[config.mk]
export PLATFORM = sky130hd
export DESIGN_NAME = msx_slot_target
export DESIGN_NICKNAME = d
export VERILOG_FILES = /design/src/rtl/msx_slot_target.sv
export SDC_FILE = /design/constraint.sdc
export NUM_CORES = 1
export LEC_CHECK = 0
export CAP_MARGIN = 15
export CORE_UTILIZATION = 38
export DETAILED_ROUTE_END_ITERATION = 8
export PLACE_DENSITY = 0.63
export SKIP_CTS_REPAIR_TIMING = 1
export SLEW_MARGIN = 20
export SYNTH_ARGS = -nofsm -noshare
export SYNTH_HDL_FRONTEND = slang
export SYNTH_SLANG_ARGS = --single-unit
[constraint.sdc]
create_clock -name clk -period 2.5 [get_ports clk]
set_input_delay 0.25 -clock clk [delete_from_list [all_inputs] [get_ports clk]]
set_output_delay 0.25 -clock clk [all_outputs]
set_load 0.005 [all_outputs]
[src/rtl/msx_slot_target.sv]
// MSX cartridge slot responder: ASCII8-style mapper, backing-memory fetch over req/ack, WAIT insertion.
// Define MSX_SLOT_WAIT_EN to drive mwait low during fetches and enable the WAIT_MAX timeout.
module msx_slot_target #(
  parameter int BANK_W   = 8,
  parameter int WAIT_MAX = 255
) (
  input  logic                clk,
  input  logic                reset,
  input  logic                msltsl,
  input  logic                mmreq,
  input  logic                miorq,
  input  logic                mrd,
  input  logic                mwr,
  input  logic [15:0]         maddr,
  input  logic [7:0]          mdata_in,
  output logic [7:0]          mdata_out,
  output logic                mdata_oe,
  output logic                mwait,
  output logic                mem_req,
  output logic                mem_we,
  output logic [BANK_W+12:0]  mem_addr,
  input  logic [7:0]          mem_rdata,
  input  logic                mem_ack
);

  localparam logic [2:0] ST_IDLE  = 3'd0;
  localparam logic [2:0] ST_FETCH = 3'd1;
  localparam logic [2:0] ST_DRIVE = 3'd2;
  localparam logic [2:0] ST_WRITE = 3'd3;
  localparam logic [2:0] ST_HOLD  = 3'd4;

  logic [2:0]        state;
  logic [1:0]        sltsl_s, mreq_s, iorq_s, rd_s, wr_s;
  logic [BANK_W-1:0] bank [4];
  logic [1:0]        wr_idx;
  logic              wr_hit;
  logic [BANK_W-1:0] wr_val;

  // Strobes are asynchronous to clk; everything downstream only sees the second flop.
  always_ff @(posedge clk) begin
    if (reset) begin
      sltsl_s <= 2'b11;
      mreq_s  <= 2'b11;
      iorq_s  <= 2'b11;
      rd_s    <= 2'b11;
      wr_s    <= 2'b11;
    end else begin
      sltsl_s <= {sltsl_s[0], msltsl};
      mreq_s  <= {mreq_s[0], mmreq};
      iorq_s  <= {iorq_s[0], miorq};
      rd_s    <= {rd_s[0], mrd};
      wr_s    <= {wr_s[0], mwr};
    end
  end

  logic       mem_cycle, in_window, rd_det, wr_det, released;
  logic [1:0] page;

  assign mem_cycle = ~sltsl_s[1] & ~mreq_s[1] & iorq_s[1];
  assign in_window = ^maddr[15:14];
  assign rd_det    = mem_cycle & ~rd_s[1] & in_window;
  assign wr_det    = mem_cycle & ~wr_s[1];
  assign released  = rd_s[1] | sltsl_s[1];
  assign page      = maddr[14:13] - 2'b10;
  assign mem_we    = 1'b0;

`ifdef MSX_SLOT_WAIT_EN
  localparam logic [15:0] TIMEOUT_LAST = 16'(WAIT_MAX - 1);
  logic        mwait_q;
  logic [15:0] wait_cnt;
  assign mwait = mwait_q;
`else
  logic unused_cfg;
  assign mwait      = 1'b1;
  assign unused_cfg = ^WAIT_MAX;
`endif

  // A request left open by a timeout or an aborted read is kept until its ack,
  // and no new fetch starts while it is outstanding.
  always_ff @(posedge clk) begin
    if (reset) begin
      state     <= ST_IDLE;
      for (int i = 0; i < 4; i++) bank[i] <= BANK_W'(i);
      wr_idx    <= 2'b00;
      wr_hit    <= 1'b0;
      wr_val    <= '0;
      mdata_out <= 8'hFF;
      mdata_oe  <= 1'b0;
      mem_req   <= 1'b0;
      mem_addr  <= '0;
`ifdef MSX_SLOT_WAIT_EN
      mwait_q   <= 1'b1;
      wait_cnt  <= '0;
`endif
    end else begin
      if (state != ST_FETCH && mem_ack) mem_req <= 1'b0;
      case (state)
        ST_IDLE: begin
          if (rd_det && !mem_req) begin
            state    <= ST_FETCH;
            mem_req  <= 1'b1;
            mem_addr <= {bank[page], maddr[12:0]};
`ifdef MSX_SLOT_WAIT_EN
            mwait_q  <= 1'b0;
            wait_cnt <= '0;
`endif
          end else if (wr_det) begin
            state  <= ST_WRITE;
            wr_idx <= maddr[12:11];
            wr_hit <= (maddr[15:13] == 3'b011);
            wr_val <= mdata_in[BANK_W-1:0];
          end
        end
        ST_FETCH: begin
          if (mem_ack) begin
            mem_req <= 1'b0;
`ifdef MSX_SLOT_WAIT_EN
            mwait_q <= 1'b1;
`endif
            if (released) begin
              state <= ST_IDLE;
            end else begin
              state     <= ST_DRIVE;
              mdata_out <= mem_rdata;
              mdata_oe  <= 1'b1;
            end
          end else if (released) begin
            state <= ST_IDLE;
`ifdef MSX_SLOT_WAIT_EN
            mwait_q <= 1'b1;
          end else if (wait_cnt == TIMEOUT_LAST) begin
            state     <= ST_DRIVE;
            mdata_out <= 8'hFF;
            mdata_oe  <= 1'b1;
            mwait_q   <= 1'b1;
          end else begin
            wait_cnt <= wait_cnt + 16'd1;
`endif
          end
        end
        ST_DRIVE: begin
          if (released) begin
            state    <= ST_IDLE;
            mdata_oe <= 1'b0;
          end
        end
        ST_WRITE: begin
          if (wr_hit) bank[wr_idx] <= wr_val;
          state <= ST_HOLD;
        end
        ST_HOLD: begin
          if (wr_s[1]) state <= ST_IDLE;
        end
        default: state <= ST_IDLE;
      endcase
    end
  end

endmodule

**After elaboration in Yosys (flattened, before gate mapping)**

Memory sizes are Yosys's and may differ from the RTL's. A register that Yosys moved wholly into a read port is not among the register bits.
Index checks and enable logic that the tools add are counted.

- Add/sub/neg operators: 1
- $mul: 0
- Divide/modulo/power cells: 0
- $lt $le $gt $ge: 0
- Equality and inequality tests: 11
- Shifts and indexed selects: 0
- Multiplexer cells: 24
- Bitwise logic cells: 12
- Reductions and logical operators: 12

Operators with widths:

| operator | count |
|---|---|
| $mux 3 | 5 |
| $pmux 3 s5 | 1 |
| $mux 1 | 13 |
| $eq 3x2->1 const B | 3 |
| $mux 8 | 1 |
| $ne 2x2->1 const B | 4 |
| $reduce_or 8->1 | 1 |
| $not 1->1 | 6 |
| $reduce_and 3->1 | 2 |
| $and 1x1->1 | 5 |
| $mux 2 | 2 |
| $pmux 1 s2 | 2 |
| $reduce_and 2->1 | 2 |
| $reduce_and 4->1 | 1 |
| $eq 3x1->1 const B | 1 |
| $eq 3x3->1 const B | 1 |
| $logic_not 3->1 | 1 |
| $ne 3x1->1 const B | 1 |
| $ne 3x3->1 const B | 1 |
| $logic_and 1x1->1 | 2 |
| $reduce_bool 2->1 | 1 |
| $reduce_xor 2->1 | 1 |
| $sub 2x2->2 const B | 1 |
| $logic_not 1->1 | 1 |
| $or 1x1->1 | 1 |

- Bits in registers: 55
- Bits in latches: 0
- Memory bits (writable): 32
- Memory bits (read-only): 0
- Output and inout port bits: 33
- Memories kept: 1

Memory list:

| memory | words | width | rd ports | clocked after Yosys merged registers in | write ports | RTL line | source |
|---|---|---|---|---|---|---|---|
| bank | 4 | 8 | 1 | 1 | 4 | 34 | `logic [BANK_W-1:0] bank [4];` |

**Longest topological paths before layout**

- Word-level depth: 8
- Gate-level depth with buffers: 7
- Depth with buffers taken out: 4

**Worst setup path after synthesis**

OpenSTA, ideal clock, no wires.

- Path kind: flip-flop to flip-flop
- Start point: register state[2]
- End point: memory bank[2][0] (enable)
- Setup time: 0.309 ns
- Arrival time: 1.481 ns
- Slack: 0.709 ns
- Cell stages (with the launch flop): 7
- Clock period less this slack: 1.791 ns
- Path through: dfxtp_1 -> nand2b_1 -> nor3_1 -> clkbuf_1 -> and3b_1 -> clkbuf_1 -> or2_2

RTL lines:

| what | RTL line | source |
|---|---|---|
| start: declaration | 32 | `logic [2:0] state;` |
| start signal: assignment | 82 | `state <= ST_IDLE;` |
| start signal: assignment | 100 | `state <= ST_FETCH;` |
| start signal: assignment | 108 | `state <= ST_WRITE;` |
| end: declaration | 34 |  |

**Final worst setup path**

- Start point: register sltsl_s[1]
- End point: register wr_val[0]

- Longest elaborated chain between the ends: 8

RTL lines:

| what | RTL line | source |
|---|---|---|
| start: declaration | 33 | `logic [1:0] sltsl_s, mreq_s, iorq_s, rd_s, wr_s;` |
| start signal: assignment | 48 | `sltsl_s <= {sltsl_s[0], msltsl};` |
| $not 1->1 (*) | 59 | `assign mem_cycle = ~sltsl_s[1] & ~mreq_s[1] & iorq_s[1];` |
| $and 1x1->1 (*) (2 in series) | 59 |  |
| $and 1x1->1 (2 in series) | 61 | `assign rd_det = mem_cycle & ~rd_s[1] & in_window;` |
| $logic_and 1x1->1 | 99 | `if (rd_det && !mem_req) begin` |
| $not 1->1 (no source line) | n/a |  |
| $reduce_and 3->1 (no source line) (*) | n/a |  |
| end signal: assignment | 111 | `wr_val <= mdata_in[BANK_W-1:0];` |
| end: declaration | 37 | `logic [BANK_W-1:0] wr_val;` |

Every way passes the cells marked *; elsewhere a longest branch is shown, timed or not.
A chain may end at the register's enable or synchronous reset.

==> results.yml <==
yosys:
  syn-num-nets: 323
  yosysWarnings: 0
  yosysTopAreaCell: "dfxtp_1"
  ys_types: 36
  syn_inst: 283
  synth_seq_cells: 87
  synth_edf_count: 32
  synthArstFlopShare: 0
  synthSimpleGateAreaFrac: 0.184
  synth_area_um2: 3500
  synthTopCellsByArea: "dfxtp_1, edfxtp_1, mux2i_1"
  yosys.area_share.adder: 0
  syn_avg_cell_area_um2: 12.4
  seq_area_frac_synth: 0.590
  dominantRegCellSynth: "dfxtp_1"
  synth_top_family_by_area: "simple AND/OR/NAND/NOR gates"
  synth_compound_area_frac: 0.0522
  synth_mux_area_frac: 0.140
  synth_top_area_share: 0.315
  synth-xor-area-share: 0.00250
final_layout:
  layout-drive-gt1-share: 0.152
  areaGrowthSynthToFinish_pct: 29.8
  diodes: 0
  nFillCells: 751
  fin_cells: 469
  nets: 396
critical_path:
  rr_worst_depth: 5
  worst_setup_path_end_kind: "flip-flop"
  path_class: "reg2reg"
  start_kind: "flip-flop"
  r2r_slack_ps: 670
  cp_top_family: "simple AND/OR/NAND/NOR gates"
  rr_startpoint: "sltsl_s[1]"
  path_buf_inv: 1
  path_cells: "or3b_2 > a2111oi_4 > buf_4 > mux2i_1 > nor2_1"
  timing.rr.end: "wr_val[0]"
  crit_slowest_cell: "or3b_2"
  timing.critical_path.arrival_ps: 2040
  crit_path_max_fanout: 12
  cpPeakStageDelay_ps: 520
  startpoint: "sltsl_s[1]"
  required_ps: 2710
grt:
  grt_antenna_before_repair: 0
  grt_pass1_vias: 2294
  grt.overflow.total: 0
  grt_usage: 0.153
  grt_max_degree: 59
  grt_pass1_wl_um: 11400
routing:
  vias: 2263
  wl_per_cell_um: 14.7
  viasPerCell: 4.83
  drcViolationCount: 2
  drtIter0Drc: 64
  ant_nets: 0
  first_pass_iters: 6
  wl_um: 6920
sta:
  fmax_mhz: 545
  hold_viol: 0
  period_share: 0.733
  maxSlewViolCount: 0
  tns_ps: 0
  fin_crit_ps: 1830
  tightest_slew_ps: 580
  setup_viol: 0
  relSlewSlack: 0.613
  fin_skew_ps: 11.5
  rsz0062_at_grt: "no"
  hold_ws_ps: 413
floorplan:
  start_util: 0.397
  die_y_um: 97.9
  ios: 73
  die_w_um: 97.9
  rows: 34
  die_area_um2: 9590
  design.core.area_um2: 8810
place:
  placedCellCount: 453
  io_buffer_count: 70
  dp_hpwl_um: 4650
  gp_congestion: 0.722
clock_tree:
  clkTransAtPathRegs_ps: 90
  clk_latency_ps: 340
  cts_buffers: 9
  cts_buffer_depth: 2
  cts_tree: "built"
  cts_sinks: 87
  root_buffer: "clkbuf_8"
  cts_max_level: 3
flow_run:
  cap_violations: 0
power_and_ir_drop:
  p_per_area_nw_per_um2: 605
  cellLeakagePower_nw: 1.82
  peakVddDrop_uv: 244
hold_path:
  min_path_type: "reg2reg"
  hold_end: "wr_s[1]"
  hp-start: "wr_s[0]"
  hold-path-cell-count: 1
run_status:
  status: "complete, but fails checks"
  violations: "DRC"
-- through the flow --
step                      instance area (µm²)  total power, mW   util  setup slack [ps]
final                                    4540             2.75  0.515               667
after CTS                                4540             2.78  0.515               642
after global routing                     4540             2.86  0.515               562
after global placement                   4310             1.67  0.489               489
after floorplan                          3500             1.59      -               709
after detailed placement                 4310             1.67  0.489               456
-- per-layer routing --
metal,track usage,wire [µm],share of wire
met5,0,0,0
met4,0.0594,70,0.010
met3,0.0379,344,0.050
met2,0.237,3200,0.46
met1,0.205,3300,0.48
-- cells by family (layout without fill, tap and decap cells) --
| logic type | after synthesis | after routing |
|---|---|---|
| mux | 39 | 39 |
| buf+inv | 19 | 97 |
| compound gates | 22 | 22 |
| xor+xnor | 1 | 1 |
| other cells | 2 | 2 |
| flops | 87 | 87 |
| simple gates | 113 | 113 |
-- registers in the layout (all words and copies together) (netlist names), 2 cells and up --
signal and flops:
mdata_out 8, wr_idx 2, iorq_s 2, wr_val 8
mem_addr 21, wr_s 2, bank 32, mreq_s 2
state 3, sltsl_s 2, rd_s 2
-- worst max path at each step --
stage | endpoint | slack (ps) | depth (start not counted)
5_1_grt | bank[0][7] | 560 | 5
6_report | wr_val[0] | 670 | 5
3_5_place_dp | wr_val[1] | 460 | 6
2_1_floorplan | bank[2][0] | 710 | 6
4_1_cts | wr_val[0] | 640 | 5
3_3_place_gp | wr_val[3] | 490 | 6
-- power breakdown --
group          switching [mW]  total, mW  internal [mW]
logic                  0.0554      0.139         0.0831
clock network           0.490       1.12          0.627
registers             0.00732       1.49           1.49
-- layout by cell type, fill, tap and decap left out, drive strengths merged, types with 3 or more instances in the layout --
cell type	instances
a211o	9
a21oi	6
and2	28
and3	9
buf	12
clkbuf	12
clkdlybuf4s50	69
dfxtp	55
edfxtp	32
mux2i	31
mux4	8
nand2	4
nand2b	7
nor2	37
nor3b	3
or2	13
-- final cells by class --
cell class	count	area, µm²	area share
Timing Repair Buffer	81	778	0.171
Sequential cell	87	2060	0.454
Multi-Input combinational cell	177	1330	0.293
Clock buffer	12	156	0.0345
Clock inverter	4	76.3	0.0168
Tap cell	108	135	0.0298
-- cells in the mapped netlist, types with 4 or more instances --
master	count
or2_2	13
mux4_2	8
buf_4	4
a211o_1	9
nand2_1	4
dfxtp_1	55
nand2b_1	7
edfxtp_1	32
and2_1	28
a21oi_1	5
mux2i_1	31
and3_1	9
nor2_1	37
clkbuf_1	10
Note: power is estimated with default switching activity, not from simulation.
